--- config.mk ---
export PLATFORM = sky130hd
export DESIGN_NAME = pixel_blend_alu
export DESIGN_NICKNAME = d
export VERILOG_FILES = /design/src/rtl/pixel_blend_alu.sv
export SDC_FILE = /design/constraint.sdc
export NUM_CORES = 1
export LEC_CHECK = 0
export BUFFER_PORTS_ARGS = -buffer_cell sky130_fd_sc_hd__buf_2
export CORE_UTILIZATION = 50
export CTS_CLUSTER_SIZE = 28
export DETAILED_ROUTE_END_ITERATION = 7
export PLACE_DENSITY = 0.75
export SYNTH_ARGS = -nofsm -noshare
export SYNTH_HDL_FRONTEND = slang
export SYNTH_SLANG_ARGS = --single-unit
--- constraint.sdc ---
create_clock -name clk -period 2.75 [get_ports clk]
set_input_delay 0.4125 -clock clk [delete_from_list [all_inputs] [get_ports clk]]
set_output_delay 0.4125 -clock clk [all_outputs]
set_load 0.01 [all_outputs]
--- src/rtl/pixel_blend_alu.sv ---
// pixel_blend_alu: two-stage valid/ready pipeline applying per-channel saturating add/sub, average or accumulate
module pixel_blend_alu #(
    parameter int CH_W = 2,
    parameter int NUM_CH = 3,
    parameter int SATC_W = 8
) (
    input  logic                     clk,
    input  logic                     rst_n,
    input  logic                     in_valid,
    output logic                     in_ready,
    input  logic [1:0]               in_mode,
    input  logic [NUM_CH*CH_W-1:0]   in_a,
    input  logic [NUM_CH*CH_W-1:0]   in_b,
    input  logic                     acc_clr,
    output logic                     out_valid,
    input  logic                     out_ready,
    output logic [NUM_CH*CH_W-1:0]   out_pix,
    output logic                     out_sat,
    output logic [SATC_W-1:0]        sat_cnt
);
    localparam int PW = NUM_CH * CH_W;
    logic s1_valid, adv1, adv2, is_acc;
    logic [1:0] s1_mode;
    logic [PW-1:0] s1_a, s1_b, acc, res;
    logic [NUM_CH-1:0] sat_ch;
    logic [CH_W-1:0] ca, cb;
    logic [CH_W:0] sum, diff;
    assign adv2 = !out_valid || out_ready;
    assign adv1 = s1_valid && adv2;
    assign in_ready = rst_n && (!s1_valid || adv2);
    assign is_acc = s1_mode == 2'd3;
    // ACC reuses the ADD datapath with the accumulator as the first operand and a as the second
    always_comb begin
        res = '0;
        sat_ch = '0;
        ca = '0;
        cb = '0;
        sum = '0;
        diff = '0;
        for (int i = 0; i < NUM_CH; i++) begin
            ca = is_acc ? (acc_clr ? '0 : acc[i*CH_W +: CH_W]) : s1_a[i*CH_W +: CH_W];
            cb = is_acc ? s1_a[i*CH_W +: CH_W] : s1_b[i*CH_W +: CH_W];
            sum = {1'b0, ca} + {1'b0, cb};
            diff = {1'b0, ca} - {1'b0, cb};
            sat_ch[i] = s1_mode == 2'd1 ? diff[CH_W] : s1_mode == 2'd2 ? 1'b0 : sum[CH_W];
            res[i*CH_W +: CH_W] = s1_mode == 2'd1 ? (diff[CH_W] ? '0 : diff[CH_W-1:0]) :
                                  s1_mode == 2'd2 ? sum[CH_W:1] :
                                  (sum[CH_W] ? '1 : sum[CH_W-1:0]);
        end
    end
    always_ff @(posedge clk) begin
        if (!rst_n) begin
            s1_valid <= 1'b0;
            s1_mode <= '0;
            s1_a <= '0;
            s1_b <= '0;
            out_valid <= 1'b0;
            out_pix <= '0;
            out_sat <= 1'b0;
            sat_cnt <= '0;
            acc <= '0;
        end else begin
            if (in_ready) begin
                s1_valid <= in_valid;
                if (in_valid) begin
                    s1_mode <= in_mode;
                    s1_a <= in_a;
                    s1_b <= in_b;
                end
            end
            if (adv2) out_valid <= s1_valid;
            if (adv1) begin
                out_pix <= res;
                out_sat <= |sat_ch;
            end
            if (adv1 && is_acc) acc <= res;
            else if (acc_clr) acc <= '0;
            if (out_valid && out_ready && out_sat && sat_cnt != '1) sat_cnt <= sat_cnt + 1'b1;
        end
    end
endmodule

# --- Word-level counts from Yosys, hierarchy flattened ---
# Index checks and enable logic that the tools add are counted.
op_classes:
  eq_ne: 4
  muxes: 29
  reduce_logical: 13
  n_addsub: 7
op_table:
  columns: ["cell", "n"]
  rows:
  - ["2-bit 2-to-1 mux", 21]
  - ["6-bit 2-to-1 mux", 2]
  - ["2-bit by 2-bit adder with 3-bit output", 3]
  - ["2-bit by 2-bit subtractor with 3-bit output", 3]
  - ["8-bit by 1-bit adder with 8-bit output (second input constant)", 1]
  - ["8-bit != test (second input constant)", 1]
  - ["1-bit logical AND", 6]
  - ["1-bit 2-to-1 mux", 6]
  - ["2-bit equality test (second input constant)", 2]
  - ["3-bit OR reduction", 1]
  - ["2-bit by 1-bit equality test with 1-bit output (second input constant)", 1]
  - ["1-bit zero test", 2]
  - ["1-bit logical OR", 2]
  - ["2-bit AND reduction", 1]
  - ["2-bit nonzero test", 1]
word_totals:
  elab_cells: 62
  output_inout_bits: 17
  regBits: 37
  inputBits: 19

# --- Logic depth before layout (Yosys ltp) ---
depth:
  depth_word: 7
  depth_mapped: 10
  depth_no_buf: 10

# --- Worst setup path before layout ---
# OpenSTA, ideal clock, no wires.
synth_timing:
  kind: "register to register"
  startpoint: "register s1_mode[1]"
  endpoint: "register out_pix[3]"
  required_ns: 2.679
  setup_time_ns: 0.071
  path_slack_ns: 0.211
  synth_period_minus_slack_ns: 2.539
  path_stages_with_launch: 11
  arrival_time_ns: 2.469
  path_buffers: 1
  cell_sequence: "dfxtp_1 > nand2_1 > buf_2 > mux2_1 > ha_1 > inv_1 > fa_1 > nor2b_1 > o2bb2ai_1 > or3_1 > a21oi_1"
synth_via:
  elab_chain_cells: 6
  word_cells_on_any_way: 11
  cone_classes: "add/sub (2); eq/ne (3); mux (6)"
synth_lines:
  columns: ["item", "line", "rtl"]
  rows:
  - ["start, declared", "23", "logic [1:0] s1_mode;"]
  - ["start signal, assigned", "66", "s1_mode <= in_mode;"]
  - ["2-bit equality test", "31", "assign is_acc = s1_mode == 2'd3;"]
  - ["2-bit 2-to-1 mux (on tied branches)", "41, 42", null]
  - ["2-bit by 2-bit adder with 3-bit output", "43", "sum = {1'b0, ca} + {1'b0, cb};"]
  - ["2-bit 2-to-1 mux", "48", "(sum[CH_W] ? '1 : sum[CH_W-1:0]);"]
  - ["2-bit 2-to-1 mux", "47", "s1_mode == 2'd2 ? sum[CH_W:1] :"]
  - ["2-bit 2-to-1 mux *", "46", "res[i*CH_W +: CH_W] = s1_mode == 2'd1 ? (diff[CH_W] ? '0 : diff[CH_W-1:0]) :"]
  - ["end signal, assigned", "73", "out_pix <= res;"]
  - ["end, declared", "17", "output logic [NUM_CH*CH_W-1:0] out_pix,"]
# Mark *: on every way between the ends. The rest lies on a longest branch, timed or not.
# A chain may end at the register's enable or synchronous reset.

# --- Final worst setup path ---
layout_timing:
  startpoint: "register s1_mode[0]"
  endpoint: "register out_pix[1]"
# Same word-level chain as after synthesis.

==> flow_summary_export.csv <==
group,metric,value,unit
synthesis,avgSynthCellArea,8.56,um^2
global_routing,antenna_found_initial,0,
floorplanning,io_pins,36,
synthesis,synth-main-ff-cell,"dfxtp_1",
timing,worst_pin_slew,465,ps
routing,ant_nets,0,
critical_path,cp.arrival,2790,ps
routing,vias_per_cell,5.23,
synthesis,synth-xor-area-share,0.00424,
finish,diodes,0,
synthesis,synthTopCellsByArea,"dfxtp_1, nand3_1, fa_1",
synthesis,yosys_warnings,0,
floorplanning,dieArea,4390,um^2
global_routing,grt_pass1_wl,7020,um
synthesis,synth_top_family_by_area,"simple AND/OR/NAND/NOR gates",
worst_hold_path,hp-class,"input port to flop",
finish,syn2layout_area_growth,14.8,%
timing,period_share,0.938,
synthesis,synth_compound_area_frac,0.158,
clocking,cts-buffers-inserted,5,
place,gp_congestion,0.797,
synthesis,yosysSeqAreaShare,0.359,
synthesis,synth_fa_ha_area_frac,0.115,
power_and_ir_drop,power_density,476,nW/um^2
clocking,cts_max_level,2,
critical_path,slowest_delay,420,ps
synthesis,async_reset_ff_frac,0,
timing,grt_setup_unrepaired,"no",
timing,tns,0,ps
timing,setup_viol,0,
routing,vias,1715,
synthesis,synth-edff-count,0,
finish,layout.nets,311,
clocking,root_buffer,"clkbuf_8",
timing,fin_skew,8.10,ps
clocking,ctsHoldBuffers,0,
place,pre_cts_slack,172,ps
synthesis,synth_area,2060,um^2
synthesis,muxShareOfSynthArea,0.0685,
critical_path,path_delay_family,"simple AND/OR/NAND/NOR gates",
power_and_ir_drop,ir_drop,0.339,mV
global_routing,grt_pass1_vias,1501,
synthesis,synth_top_cell_area_share,0.359,
clocking,cts_resized,0,
floorplanning,rows,22,
global_routing,grt.overflow.total,0,
floorplanning,die_h,66.2,um
routing,drt_iter0_markers,76,
timing,fmax,388,MHz
place,hpwl,3130,um
timing,setup_slack,171,ps
critical_path,path_class,"flop to flop",
floorplanning,die_x,66.2,um
routing,wirelength,4140,um
clocking,cts_tree,"done",
routing,drc_errors,0,
clocking,cts_buffer_depth,2,
critical_path,cp.required,2960,ps
run,cap_violations,0,
synthesis,synth-simple-area-share,0.209,
clocking,clk_latency,280,ps
global_routing,grt_max_degree,29,
timing,period_needed,2580,ps
power_and_ir_drop,leakage,0.00106,uW
run_status,status,"complete, no violations",
critical_path,cp-start-kind,"flop",
critical_path,critPathMaxFanout,5,
synthesis,synth-seq-cells,37,
synthesis,syn_nets,273,
clocking,cts.clk_slew.worst_paths,70,ps
routing,drt_pass1_iterations,4,
timing,hold_viol,0,
synthesis,yosys.area.top_type,"dfxtp_1",
clocking,cts_sinks,37,
synthesis,netlist-cell-type-count,39,
clocking,postCtsSetupRepairBufs,0,
critical_path,worstSetupEndpointType,"flop",
floorplanning,placeableCoreArea,3800,um^2
critical_path,crit_chain,"nand2_1 > buf_4 > mux2_2 > ha_1 > inv_1 > fa_1 > nor2b_1 > o2bb2ai_1 > or3_1 > a21oi_1",
critical_path,cpMaxStageDelayCell,"fa_1",
timing,maxSlewViolCount,0,
timing,slew_headroom,0.690,
finish,final_cell_mix,"dfxtp_1, buf_2, inv_1, nand3_1, nand2_1",
floorplanning,initial_core_util,0.543,
global_routing,grt.total_usage,0.213,
place,port_buffers,35,
critical_path,crit_buf_inv,2,
routing,wl_per_cell,12.6,um
finish,drive_gt1_frac,0.221,
finish,layout_commonest_cell,"dfxtp_1",
synthesis,syn_inst,241,
[registers in the layout, summed over array words and instances (netlist names)]
register / count
s1_b: 6
s1_a: 6
out_valid: 1
sat_cnt: 8
s1_valid: 1
s1_mode: 2
out_pix: 6
acc: 6
out_sat: 1
[layout make-up]
| cell class | instances | area (um^2) |
|---|---|---|
| Sequential cell | 37 | 741 |
| Tap cell | 48 | 60.1 |
| Inverter | 31 | 116 |
| Multi-Input combinational cell | 162 | 1140 |
| Fill cell | 335 | 1430 |
| Clock buffer | 8 | 80.1 |
| Timing Repair Buffer | 42 | 228 |
[power breakdown]
part           internal, uW  switching, uW
sequential              560           15.0
clock                   180            172
combinational          87.3            113
total                   827            300
[worst register-to-register path: stages (launching register included)]
cell and delay [ps]:
dfxtp_1 310, nand2_1 180, buf_4 200, mux2_2 370
ha_1 200, inv_1 60, fa_1 420, nor2b_1 160
o2bb2ai_1 140, or3_1 350, a21oi_1 130
[cells in the mapped netlist (3+ instances only)]
cell type and count:
dfxtp_1 37, inv_1 25, nand3_1 25, nand2_1 20, o21ai_1 19, a21oi_1 11
nor2_1 9, nor2b_1 9, ha_1 7, fa_1 6, inv_2 6, buf_2 5
mux2_2 5, o22ai_1 5, mux2_1 4, mux2i_1 4, or4_1 4, maj3_1 3
nand2b_1 3, o221ai_1 3, o31ai_1 3, or3_1 3
[stage by stage]
stage	hold WS, ps	util	instance area (um^2)	std cells	total power (uW)
2_1_floorplan	439	-	2060	241	729
3_3_place_gp	444	0.602	2290	320	782
3_5_place_dp	451	0.602	2290	320	787
4_1_cts	362	0.624	2370	328	1140
5_1_grt	368	0.624	2370	328	1200
6_report	367	0.624	2370	328	1130
[final timing paths]
check / startpoint / endpoint / slack [ps] / cells past startpoint
worst max-delay path: s1_mode[0]$_SDFFE_PN0P_ / out_pix[1]$_SDFFE_PN0P_ / 170 / 10
worst min-delay path: in_b[5] / s1_b[5]$_SDFFE_PN0P_ / 370 / 3
worst max register to register: s1_mode[0]$_SDFFE_PN0P_ / out_pix[1]$_SDFFE_PN0P_ / 170 / 10
worst min register to register: out_pix[2]$_SDFFE_PN0P_ / out_pix[2]$_SDFFE_PN0P_ / 460 / 2
[metal layers]
metal | vias up | track usage | wire [um] | part of all wire
li1 | 906 | - | - | -
met2 | 35 | 0.320 | 1920 | 0.46
met1 | 772 | 0.295 | 2020 | 0.49
met3 | 2 | 0.0466 | 169 | 0.041
met5 | - | 0 | 0 | 0
met4 | 0 | 0.0824 | 25 | 0.0060
[logic make-up after synthesis]
kind of cell	after synthesis
AND/OR/NAND/NOR	80
buffers and inverters	42
adder cells (fa/ha/maj)	16
flip-flops	37
AO/OA/AOI/OAI	52
XOR/XNOR	1
multiplexers	13
Power figures use the tool's default switching activity.
